<file path="config.mk">
export PLATFORM = sky130hd
export DESIGN_NAME = text_overlay_engine
export DESIGN_NICKNAME = d
export VERILOG_FILES = /design/src/rtl/text_overlay_engine.sv
export SDC_FILE = /design/constraint.sdc
export NUM_CORES = 1
export LEC_CHECK = 0
export BUFFER_PORTS_ARGS = -buffer_cell sky130_fd_sc_hd__clkbuf_2
export CAP_MARGIN = 40
export CORE_MARGIN = 1.5
export CORE_UTILIZATION = 55
export DETAILED_ROUTE_END_ITERATION = 8
export HOLD_SLACK_MARGIN = 0.1
export PLACE_DENSITY = 0.79
export RECOVER_POWER = 50
export SLEW_MARGIN = 5
export SYNTH_ARGS = -nofsm -noshare
export SYNTH_HDL_FRONTEND = slang
export SYNTH_SLANG_ARGS = --single-unit
</file>
<file path="constraint.sdc">
create_clock -name clk_i -period 3.5 [get_ports clk_i]
set_input_delay 0.7 -clock clk_i [delete_from_list [all_inputs] [get_ports clk_i]]
set_output_delay 0.7 -clock clk_i [all_outputs]
set_load 0.02 [all_outputs]
</file>
<file path="src/rtl/text_overlay_engine.sv">
// Renders a row of N_CHARS glyphs from an external synchronous font ROM over a
// live pixel stream, with a fixed three-stage pipeline from in_* to out_*.
module text_overlay_engine #(
  parameter int H_ACTIVE     = 1280,
  parameter int V_ACTIVE     = 1024,
  parameter int GLYPH_W      = 16,
  parameter int GLYPH_H      = 32,
  parameter int N_CHARS      = 8,
  parameter int CODE_W       = 8,
  parameter bit SYNC_ACT_LOW = 1'b1,
  localparam int IDX_W  = (N_CHARS > 1) ? $clog2(N_CHARS) : 1,
  localparam int ROW_W  = (GLYPH_H > 1) ? $clog2(GLYPH_H) : 1,
  localparam int COL_W  = (GLYPH_W > 1) ? $clog2(GLYPH_W) : 1,
  localparam int ADDR_W = CODE_W + ROW_W
) (
  input  logic              clk_i,
  input  logic              reset_i,
  input  logic              in_hs_i,
  input  logic              in_vs_i,
  input  logic              in_de_i,
  input  logic [23:0]       in_rgb_i,
  input  logic              wr_en_i,
  input  logic [IDX_W-1:0]  wr_idx_i,
  input  logic [CODE_W-1:0] wr_code_i,
  input  logic [10:0]       pos_x_i,
  input  logic [10:0]       pos_y_i,
  input  logic [1:0]        mode_i,
  input  logic [23:0]       fg_rgb_i,
  input  logic [23:0]       bg_rgb_i,
  output logic [ADDR_W-1:0] rom_addr_o,
  input  logic [GLYPH_W-1:0] rom_q_i,
  output logic              out_hs_o,
  output logic              out_vs_o,
  output logic              out_de_o,
  output logic [23:0]       out_rgb_o
);

  localparam logic             SYNC_IDLE = SYNC_ACT_LOW;
  localparam logic [10:0]      X_MAX     = 11'(H_ACTIVE - 1);
  localparam logic [10:0]      Y_MAX     = 11'(V_ACTIVE - 1);
  localparam logic [11:0]      BOX_W     = 12'(N_CHARS * GLYPH_W);
  localparam logic [11:0]      BOX_H     = 12'(GLYPH_H);
  localparam logic [COL_W-1:0] COL_LAST  = COL_W'(GLYPH_W - 1);

  logic              vsAct;
  logic              frameLatch;
  logic              fallDe;
  logic              vsPrev_q;
  logic              dePrev_q;
  logic [10:0]       xCnt_q, xCnt_d;
  logic [10:0]       yCnt_q, yCnt_d;

  logic [CODE_W-1:0] shadow_q [N_CHARS];
  logic [CODE_W-1:0] active_q [N_CHARS];
  logic [10:0]       posX_q, posY_q;
  logic [1:0]        mode_q;
  logic [23:0]       fgRgb_q, bgRgb_q;

  logic [11:0]       xExt, yExt, xLo, yLo, dx, dy;
  logic              boxHit;
  logic [IDX_W-1:0]  charIdx;
  logic [COL_W-1:0]  col;
  logic [ROW_W-1:0]  row;
  logic [ADDR_W-1:0] romAddr_d, romAddr_q;

  logic              hs1_q, vs1_q, de1_q, hit1_q;
  logic [23:0]       rgb1_q;
  logic [COL_W-1:0]  col1_q;
  logic              hs2_q, vs2_q, de2_q, hit2_q;
  logic [23:0]       rgb2_q;
  logic [COL_W-1:0]  col2_q;

  logic              glyphBit;
  logic [23:0]       pix_d;
  logic              outHs_q, outVs_q, outDe_q;
  logic [23:0]       outRgb_q;

  assign vsAct      = (in_vs_i != SYNC_IDLE);
  assign frameLatch = vsAct && !vsPrev_q;
  assign fallDe     = dePrev_q && !in_de_i;

  always_comb begin
    xCnt_d = 11'd0;
    if (in_de_i) begin
      xCnt_d = (xCnt_q == X_MAX) ? xCnt_q : xCnt_q + 11'd1;
    end
    yCnt_d = yCnt_q;
    if (vsAct) begin
      yCnt_d = 11'd0;
    end else if (fallDe && (yCnt_q != Y_MAX)) begin
      yCnt_d = yCnt_q + 11'd1;
    end
  end

  // 12-bit compares so a box extending past the raster is clipped, not wrapped.
  always_comb begin
    xExt    = {1'b0, xCnt_q};
    yExt    = {1'b0, yCnt_q};
    xLo     = {1'b0, posX_q};
    yLo     = {1'b0, posY_q};
    dx      = xExt - xLo;
    dy      = yExt - yLo;
    boxHit  = in_de_i && (xExt >= xLo) && (xExt < xLo + BOX_W) &&
              (yExt >= yLo) && (yExt < yLo + BOX_H);
    charIdx = IDX_W'(dx >> COL_W);
    col     = COL_W'(dx);
    row     = ROW_W'(dy);
    romAddr_d = romAddr_q;
    if (boxHit) begin
      romAddr_d = ADDR_W'(active_q[charIdx]) * ADDR_W'(GLYPH_H) + ADDR_W'(row);
    end
  end

  // Working copies only move on the vsync edge so a frame is never torn.
  always_ff @(posedge clk_i) begin
    if (reset_i) begin
      vsPrev_q <= 1'b0;
      dePrev_q <= 1'b0;
      xCnt_q   <= 11'd0;
      yCnt_q   <= 11'd0;
      posX_q   <= 11'd0;
      posY_q   <= 11'd0;
      mode_q   <= 2'd0;
      fgRgb_q  <= 24'd0;
      bgRgb_q  <= 24'd0;
      for (int i = 0; i < N_CHARS; i++) begin
        shadow_q[i] <= '0;
        active_q[i] <= '0;
      end
    end else begin
      vsPrev_q <= vsAct;
      dePrev_q <= in_de_i;
      xCnt_q   <= xCnt_d;
      yCnt_q   <= yCnt_d;
      if (frameLatch) begin
        active_q <= shadow_q;
        posX_q   <= pos_x_i;
        posY_q   <= pos_y_i;
        mode_q   <= mode_i;
        fgRgb_q  <= fg_rgb_i;
        bgRgb_q  <= bg_rgb_i;
      end
      if (wr_en_i) begin
        shadow_q[wr_idx_i] <= wr_code_i;
      end
    end
  end

  always_comb begin
    glyphBit = rom_q_i[COL_LAST - col2_q];
    pix_d    = rgb2_q;
    if (hit2_q) begin
      case (mode_q)
        2'd1:    if (glyphBit) pix_d = fgRgb_q;
        2'd2:    pix_d = glyphBit ? fgRgb_q : bgRgb_q;
        2'd3:    if (glyphBit) pix_d = ~rgb2_q;
        default: pix_d = rgb2_q;
      endcase
    end
    if (!de2_q) begin
      pix_d = 24'd0;
    end
  end

  // S1 issues the ROM read, S2 waits for rom_q, S3 composites.
  always_ff @(posedge clk_i) begin
    if (reset_i) begin
      romAddr_q <= '0;
      hs1_q     <= SYNC_IDLE;
      vs1_q     <= SYNC_IDLE;
      de1_q     <= 1'b0;
      hit1_q    <= 1'b0;
      rgb1_q    <= 24'd0;
      col1_q    <= '0;
      hs2_q     <= SYNC_IDLE;
      vs2_q     <= SYNC_IDLE;
      de2_q     <= 1'b0;
      hit2_q    <= 1'b0;
      rgb2_q    <= 24'd0;
      col2_q    <= '0;
      outHs_q   <= SYNC_IDLE;
      outVs_q   <= SYNC_IDLE;
      outDe_q   <= 1'b0;
      outRgb_q  <= 24'd0;
    end else begin
      romAddr_q <= romAddr_d;
      hs1_q     <= in_hs_i;
      vs1_q     <= in_vs_i;
      de1_q     <= in_de_i;
      hit1_q    <= boxHit;
      rgb1_q    <= in_rgb_i;
      col1_q    <= col;
      hs2_q     <= hs1_q;
      vs2_q     <= vs1_q;
      de2_q     <= de1_q;
      hit2_q    <= hit1_q;
      rgb2_q    <= rgb1_q;
      col2_q    <= col1_q;
      outHs_q   <= hs2_q;
      outVs_q   <= vs2_q;
      outDe_q   <= de2_q;
      outRgb_q  <= pix_d;
    end
  end

  assign rom_addr_o = romAddr_q;
  assign out_hs_o   = outHs_q;
  assign out_vs_o   = outVs_q;
  assign out_de_o   = outDe_q;
  assign out_rgb_o  = outRgb_q;

endmodule

</file>
* Yosys cells after proc, flatten, opt, wreduce, memory -nomap -nowiden *
Index checks and enable logic that the tools add are counted.

storage, ports and cells
  register bits after elaboration = 327
  input port bits = 129
  output and inout bits = 40
  word-level logic and storage cells = 94

cells by class
  add/subtract/negate cells = 8
  order comparisons = 8
  equality and inequality tests = 5
  muxes and demuxes = 13
  bitwise operators = 6
  reduce and logical (&&, ||, !) cells = 13

operator list
  cell                                                        count
  two-way mux 24 bit                                          4
  case mux 24 bit (3 select lines)                            1
  bitwise mux 64 bit                                          1
  binary-select mux 8 bit (select 3 bit)                      1
  demux 8 bit (select 3 bit)                                  1
  less-than comparator 11 x 12 -> 1 bit                       2
  two-way mux 8 bit                                           3
  inverter 24 bit                                             1
  adder 11 x 1 -> 11 bit, second input constant               2
  >= comparator 11 bit                                        2
  adder 13 x 5 -> 13 bit                                      1
  adder 11 x 6 -> 12 bit, second input constant               1
  adder 11 x 8 -> 12 bit, second input constant               1
  equality test 11 bit, second input constant                 1
  != test 11 x 10 -> 1 bit, second input constant             1
  >= comparator 4 bit, second input constant                  2
  logical AND 1 bit                                           8
  inverter 3 -> 4 bit                                         2
  subtractor 7 bit                                            1
  OR reduction 2 bit                                          3
  less-than comparator 4 x 5 -> 1 bit, second input constant  1
  subtractor 5 bit                                            1
  binary-select mux 1 bit (select 4 bit)                      1
  equality test 2 bit, second input constant                  2
  other kinds (6)                                             9

* Depth between registers and ports, before layout *
Gate-level depths: netlist of the first run.

  word-level depth = 6
  depth in mapped cells = 13
  mapped depth without buffers = 11

* Worst setup path before layout of the first run *
Ideal clock, no wire load.

  kind = register -> register
  from = reg xCnt_q[0]
  to = reg romAddr_q[11] (netlist: rom_addr_o[11])
  library setup time = 0.132 ns
  arrival time = 2.470 ns
  data required time = 3.368 ns
  setup slack = 0.898 ns
  stages on the path, launching flop included = 12
  buffers on the path = 1
  clock period less this slack = 2.602 ns
  path through = dfxtp_1 > inv_1 > ha_1 > inv_1 > fa_1 > a211o_1 > nand2_1 > xnor2_1 > buf_2 > mux2_2 > o211ai_1 > a311oi_1

on the way
  word-level cells in the longest chain between the ends = 6
  elaborated cells between the ends (all ways) = 12
  classes of those cells = add/sub (2); order compare (2); mux (3); bitwise (1); reduce/logical (4)

ends and longest elaborated chain
  element                                               RTL line  RTL
  from (decl)                                           50        logic [10:0] xCnt_q, xCnt_d;
  from (signal assigned)                                133       xCnt_q <= xCnt_d;
  subtractor 7 bit                                      101       dx = xExt - xLo;
  inverter 3 -> 4 bit (not written as such)             110       romAddr_d = ADDR_W'(active_q[charIdx]) * ADDR_W'(GLYPH_H) + ADDR_W'(row);
  binary-select mux 8 bit (select 3 bit)                110
  two-way mux 8 bit (not written as such) (2 in a row)  110
  adder 13 x 5 -> 13 bit                                110
  to (signal assigned)                                  186       romAddr_q <= romAddr_d;
  to (decl)                                             64        logic [ADDR_W-1:0] romAddr_d, romAddr_q;

Parallel ways exist; a longest one is shown, timed or not. The select of a mux whose other input is x is not followed.
A chain may end at the register's enable or synchronous reset.

* Final worst setup path of the first run *
  from = reg xCnt_q[0]
  to = reg romAddr_q[7] (netlist: rom_addr_o[7])

The elaborated chain is that of the path after synthesis.

==> results of run 1 <==
[registers in the layout, summed over array words and instances (netlist names), 2 cells and up]
signal and flops:
shadow_q 64, posX_q 11, rgb1_q 24, posY_q 11, rgb2_q 24, active_q 64, col1_q 4, xCnt_q 11
yCnt_q 11, bgRgb_q 24, mode_q 2, out_rgb_o 24, fgRgb_q 24, rom_addr_o 13, col2_q 4
[placed cells by master (no fill, tap or decap), types with 3 or more instances in the layout]
| cell type | netlist | routed |
|---|---|---|
| buf_12 | 0 | 5 |
| nor2_1 | 64 | 63 |
| nand2_1 | 417 | 417 |
| nand3_1 | 12 | 12 |
| a221o_1 | 24 | 24 |
| buf_4 | 0 | 13 |
| clkbuf_16 | 0 | 37 |
| xnor2_1 | 15 | 14 |
| a211oi_1 | 10 | 10 |
| nor3b_1 | 4 | 3 |
| nor2b_1 | 73 | 72 |
| or2_2 | 11 | 10 |
| ha_1 | 36 | 36 |
| a21oi_1 | 191 | 191 |
| clkbuf_8 | 0 | 10 |
| nor3_1 | 6 | 6 |
| nand2b_1 | 7 | 7 |
| a32o_1 | 25 | 25 |
| o211ai_1 | 50 | 50 |
| a21o_1 | 5 | 5 |
| clkinv_2 | 0 | 7 |
| or3_1 | 3 | 3 |
| clkbuf_1 | 87 | 7 |
| inv_1 | 35 | 35 |
| dfxtp_1 | 327 | 326 |
| o21ai_0 | 15 | 15 |
| clkbuf_2 | 0 | 167 |
| mux2i_1 | 82 | 82 |
| xor2_1 | 12 | 12 |
| nand4_1 | 10 | 10 |
| and3_1 | 6 | 6 |
| mux4_1 | 4 | 4 |
[power by group through the flow]
stage / Clock (uW) / Sequential, uW / Combinational, uW
after CTS: 3710 / 3910 / 832
final: 3660 / 3910 / 834
after global placement: 0 / 3980 / 786
after floorplan: 0 / 3980 / 571
after detailed placement: 0 / 3990 / 828
after global routing: 3880 / 3920 / 912
[stage by stage]
step	power (uW)	worst slack, ns	hold slack, ns
2_1_floorplan	4549	0.8979	0.3895
3_3_place_gp	4770	0.5616	0.3981
3_5_place_dp	4817	0.5896	0.3940
4_1_cts	8455	0.5817	0.3734
5_1_grt	8713	0.3362	0.3771
6_report	8407	0.5485	0.3883
[worst max-delay path, stage by stage, from the launching register on]
cell      delay (ns)
dfxtp_1         0.35
inv_1           0.08
ha_1            0.18
inv_1           0.07
fa_1            0.41
a211o_1         0.33
nand2_1         0.11
xnor2_2         0.11
buf_4           0.49
mux2i_1         0.33
mux2i_1         0.12
mux2i_1         0.15
a211oi_1        0.09
[cells by family (layout without fill, tap and decap cells)]
family	Yosys count	after routing	share of synthesized area
compound gates	331	331	0.1541
xor+xnor	27	27	0.01739
fa+ha+maj	38	38	0.03607
buf+inv	147	285	0.04297
flops	327	327	0.4815
mux	88	88	0.07058
simple gates	621	621	0.1974
[per-layer routing]
metal,GRT usage,up-vias,share of wire
met5,0,-,0
met4,0.09133,0,0.028
met3,0.03896,67,0.061
met2,0.4182,392,0.46
met1,0.3494,5355,0.45
li1,-,5580,-
[final timing paths]
kind         cells after the start                    endpoint  slack [ns]                    from
max                             12  rom_addr_o[7]$_SDFFE_PP0P_        0.55  xCnt_q[0]$_SDFFE_PP0P_
max reg2reg                     12  rom_addr_o[7]$_SDFFE_PP0P_        0.55  xCnt_q[0]$_SDFFE_PP0P_
min                              2            hs1_q$_SDFF_PP1_        0.39                 in_hs_i
min reg2reg                      1            hs2_q$_SDFF_PP1_        0.41        hs1_q$_SDFF_PP1_
[cell type report]
type | instances | area (um^2) | share of cell area
multi-input cells | 1105 | 6491 | 0.4106
inverters | 36 | 135.1 | 0.008547
flip-flops and latches | 327 | 6548 | 0.4141
clock inverters | 8 | 65.06 | 0.004115
repair buffers | 188 | 1080 | 0.06830
clock buffers | 53 | 1086 | 0.06869
well taps | 324 | 405.4 | 0.02564
==> results.json, run 1 <==
{
  "status": "complete, but fails checks",
  "violations": "max-capacitance violations, max-slew violations",
  "rows": 57,
  "hold_violations": 0,
  "grt_pass1_vias": 10830,
  "io_buffers": 168,
  "setup_violations": 0,
  "worst-endpoint-arrival_ns": 3.32,
  "synth-seq-cells": 327,
  "detailroute.via_count": 11394,
  "syn_area_per_cell_um2": 8.611,
  "period_share": 0.8433,
  "grt.overflow.total": 0,
  "hpwl_mm": 21.45,
  "hp-class": "input pin to flip-flop",
  "first_pass_iters": 6,
  "drc": 0,
  "viasPerCell": 5.583,
  "start_util": 0.5591,
  "fmax_mhz": 338.8,
  "p_per_area_nw_per_um2": 531.7,
  "cp-end-kind": "flip-flop",
  "drtIter0Drc": 998,
  "synth_common_cells": "417 x nand2_1, 327 x dfxtp_1, 191 x a21oi_1",
  "internal_power_uw": 6388,
  "clock_sinks": 327,
  "synth.most_common_cell": "nand2_1",
  "antenna_cells": 0,
  "io_pins": 169,
  "fin_util": 0.6501,
  "ir_drop_v": 0.0004377,
  "post-cts-setup-buffer-count": 0,
  "ctsHoldBuffers": 0,
  "synth_nets": 1746,
  "nFillCells": 2010,
  "finalMaxSlewViolations": 44,
  "setup_tns_ns": 0,
  "coreArea_um2": 24320,
  "clockBufferDepth": 3,
  "finalNetCount": 1859,
  "yosysWarnings": 0,
  "ys_async_sr_fraction": 0,
  "slew_headroom": -0.5092,
  "p_comb_frac": 0.099,
  "dieArea_um2": 25670,
  "grt_max_degree": 129,
  "yosys.area.top_type": "dfxtp_1",
  "worstPathMaxFanout": 32,
  "wire_per_inst_um": 16.37,
  "syn_area_um2": 13600,
  "cts_resized": 0,
  "cts_inserted_buffers": 34,
  "synth_top_area_share": 0.4815,
  "min_period_ns": 2.952,
  "p_switching_uw": 2019,
  "antenna_found_initial": 0,
  "seqPwrFrac": 0.465,
  "grt.total_usage": 0.2576,
  "place_area_um2": 14670,
  "ys_seq_area_frac": 0.4815,
  "cts-root-buf": "clkbuf_16",
  "cts_max_level": 2,
  "grt_pass1_wl_mm": 54.12,
  "clkPwrFrac": 0.436,
  "layout-drive-gt1-share": 0.1520,
  "placed_cells": 1980,
  "die_x_um": 160.2,
  "cts_tree": "done",
  "grt_setup_unrepaired": "false",
  "clk_pin_slew_ns": 0.06,
  "syn_inst": 1579,
  "switching_share": 0.2402,
  "syn2layout_area_growth_pct": 16.28,
  "fin_skew_ns": 0.01476,
  "path_class": "flip-flop to flip-flop",
  "drtAntennaViolNets": 0,
  "wl_mm": 33.42,
  "ys_dominant_reg_cell": "dfxtp_1",
  "die_h_um": 160.2,
  "worstPathRequired_ns": 3.87,
  "insertion_delay_ns": 0.51,
  "synth_edf_count": 0,
  "maxCapViolations": 1,
  "tightest_slew_ns": 2.264,
  "critPathLaunchType": "flip-flop",
  "layout.cells.non_filler": 2041,
  "power_leakage_uw": 0.006214,
  "stdcell_area_um2": 15810,
  "synth.area.top_cells": "dfxtp_1 48%, nand2_1 12%, a21oi_1 7.0%",
  "synth_cell_types": 48,
  "gp_routability_congestion": 0.8631
}
Note: power is estimated with default switching activity, not from simulation.
==> inputs of run 2 (changes only) <==
Settings changed: ABC_AREA set to 1, CORE_UTILIZATION 55 to 53.
Clock period 3.5 ns to 2.7 ns, I/O delays scaled along.
==> results.json, run 2 <==
{
  "ys_dominant_reg_cell": "dfxtp_1",
  "insertion_delay_ns": 0.51,
  "tightest_slew_ns": 1.268,
  "clock_sinks": 327,
  "detailroute.via_count": 13841,
  "gp_routability_congestion": 0.8856,
  "die_h_um": 168.9,
  "synth_nets": 2292,
  "cts_max_level": 2,
  "worstPathRequired_ns": 3.11,
  "fin_skew_ns": 0.02413,
  "cts_resized": 0,
  "grt_max_degree": 192,
  "maxCapViolations": 0,
  "yosys.area.top_type": "dfxtp_1",
  "drtIter0Drc": 1206,
  "ys_seq_area_frac": 0.4489,
  "worstPathMaxFanout": 8,
  "hpwl_mm": 25.16,
  "ys_async_sr_fraction": 0,
  "setup_tns_ns": 0,
  "coreArea_um2": 26950,
  "synth_top_area_share": 0.4489,
  "setup_violations": 0,
  "synth-seq-cells": 327,
  "grt.overflow.total": 0,
  "ctsHoldBuffers": 0,
  "grt.total_usage": 0.2652,
  "first_pass_iters": 6,
  "hold_violations": 0,
  "layout.cells.most_common": "nor2_1",
  "clockBufferDepth": 3,
  "finalNetCount": 2404,
  "critPathLaunchType": "flip-flop",
  "wl_mm": 38.34,
  "ir_drop_v": 0.0004978,
  "die_x_um": 168.9,
  "power_leakage_uw": 0.008053,
  "period_share": 0.9178,
  "fmax_mhz": 403.5,
  "syn2layout_area_growth_pct": 14.45,
  "antenna_cells": 0,
  "rows": 60,
  "start_util": 0.5410,
  "antenna_found_initial": 0,
  "viasPerCell": 5.321,
  "worst-endpoint-arrival_ns": 2.88,
  "synth_common_cells": "534 x nor2_1, 436 x nand2_1, 327 x dfxtp_1",
  "cp-end-kind": "flip-flop",
  "layout-drive-gt1-share": 0.1084,
  "place_area_um2": 15600,
  "slowest_delay_ns": 0.41,
  "slew_headroom": 0.1546,
  "io_buffers": 168,
  "path_class": "flip-flop to flip-flop",
  "dieArea_um2": 28520,
  "grt_pass1_wl_mm": 62.00,
  "stdcell_area_um2": 16690,
  "most-common-layout-cells": "533 x nor2_1, 436 x nand2_1, 327 x dfxtp_1, 236 x o21ai_0, 172 x inv_1",
  "cp_slowest_cell": "fa_1",
  "synth_cell_types": 39,
  "syn_area_um2": 14580,
  "synth_edf_count": 0,
  "grt_setup_unrepaired": "false",
  "crit_chain": "inv_1 > ha_1 > inv_1 > fa_1 > nand3_1 > nand2_1 > a21oi_2 > xor2_2 > inv_2 > nand3_1 > nand2_1 > nor2_1 > nor2_1",
  "post-cts-setup-buffer-count": 0,
  "largestRegisters": "active_q (64), shadow_q (64)",
  "status": "complete, no violations",
  "grt_pass1_vias": 12650,
  "p_per_area_nw_per_um2": 677.7,
  "synth.most_common_cell": "nor2_1",
  "finalMaxSlewViolations": 0,
  "hp-class": "input pin to flip-flop",
  "cts_tree": "done",
  "drc": 0,
  "min_period_ns": 2.478,
  "cts-root-buf": "clkbuf_16",
  "synth.area.top_cells": "dfxtp_1 45%, nor2_1 14%, nand2_1 11%",
  "drtAntennaViolNets": 0,
  "yosysWarnings": 0,
  "io_pins": 169,
  "syn_inst": 2125,
  "clk_pin_slew_ns": 0.06,
  "wire_per_inst_um": 14.74,
  "cts_inserted_buffers": 35,
  "syn_area_per_cell_um2": 6.862
}
[run 2: changes by cell type in the layout (fill, tap and decap cells not counted), sizes merged, moves of 8 or more]
cell    delta
a221o     -24
a211oi     -8
nor2b     -73
inv      +141
nand2     +23
nand3    +118
mux2i     -82
nand3b    +25
o211ai    -48
a21oi    -144
o21ai    +220
a32o      -25
nor2     +471
[run 2: area by class of cell]
class                           instances  area [um^2]
Timing Repair Buffer                  185         1030
Clock inverter                         11        111.4
Tap cell                              341        426.7
Multi-Input combinational cell       1512         6909
Inverter                              176        666.9
Sequential cell                       327         6546
Fill cell                            2466        10260
Clock buffer                           49        998.5
[run 2: final timing paths]
kind	from	to	slack (ns)	depth (start not counted)
max	xCnt_q[0]$_SDFFE_PP0P_	rom_addr_o[6]$_SDFFE_PP0P_	0.22	13
min	in_rgb_i[9]	rgb1_q[9]$_SDFF_PP0_	0.22	3
max reg2reg	xCnt_q[0]$_SDFFE_PP0P_	rom_addr_o[6]$_SDFFE_PP0P_	0.22	13
min reg2reg	rgb1_q[8]$_SDFF_PP0_	rgb2_q[8]$_SDFF_PP0_	0.40	2
[run 2: cells by family (layout without fill, tap and decap cells)]
family                     count (synthesis)  count (layout)  share of synthesized area
AOI/OAI and AO/OA                        293             293                     0.1030
xor gates and xnor gates                  21              21                    0.01313
buffers and inverters                    286             421                    0.07843
adders and majority gates                 38              38                    0.03364
and+or+nand+nor                         1160            1160                     0.3229
DFF                                      327             327                     0.4489
[run 2: layer usage]
layer / GRT usage / part of all wire / up-vias
li1: - / - / 6894
met1: 0.3539 / 0.44 / 6331
met3: 0.03437 / 0.062 / 102
met5: 0 / 0 / -
met4: 0.1126 / 0.038 / 0
met2: 0.4332 / 0.46 / 514
[run 2: power breakdown]
part	internal [uW]	switching, uW
Sequential	5070	143
Combinational	484	957
Clock	2770	1890
[run 2: critical path, delay by kind of cell (launching register included)]
family	cells	cell delay [ns]
AND/OR/NAND/NOR	6	0.60
buffers and inverters	3	0.34
XOR/XNOR	1	0.35
AO/OA/AOI/OAI	1	0.19
flip-flops	1	0.33
adder cells (fa/ha/maj)	2	0.57
[run 2: through the flow]
stage	instances	util	total power [uW]	hold slack, ns	worst slack, ns
3_5_place_dp	2541	0.5790	6714	0.3984	0.2163
3_3_place_gp	2540	0.5779	6682	0.3917	0.3292
4_1_cts	2601	0.6201	11350	0.1999	0.1759
2_1_floorplan	2125	-	6299	0.3883	0.5595
6_report	2601	0.6192	11310	0.2176	0.2218
5_1_grt	2601	0.6192	11760	0.2089	0.01616
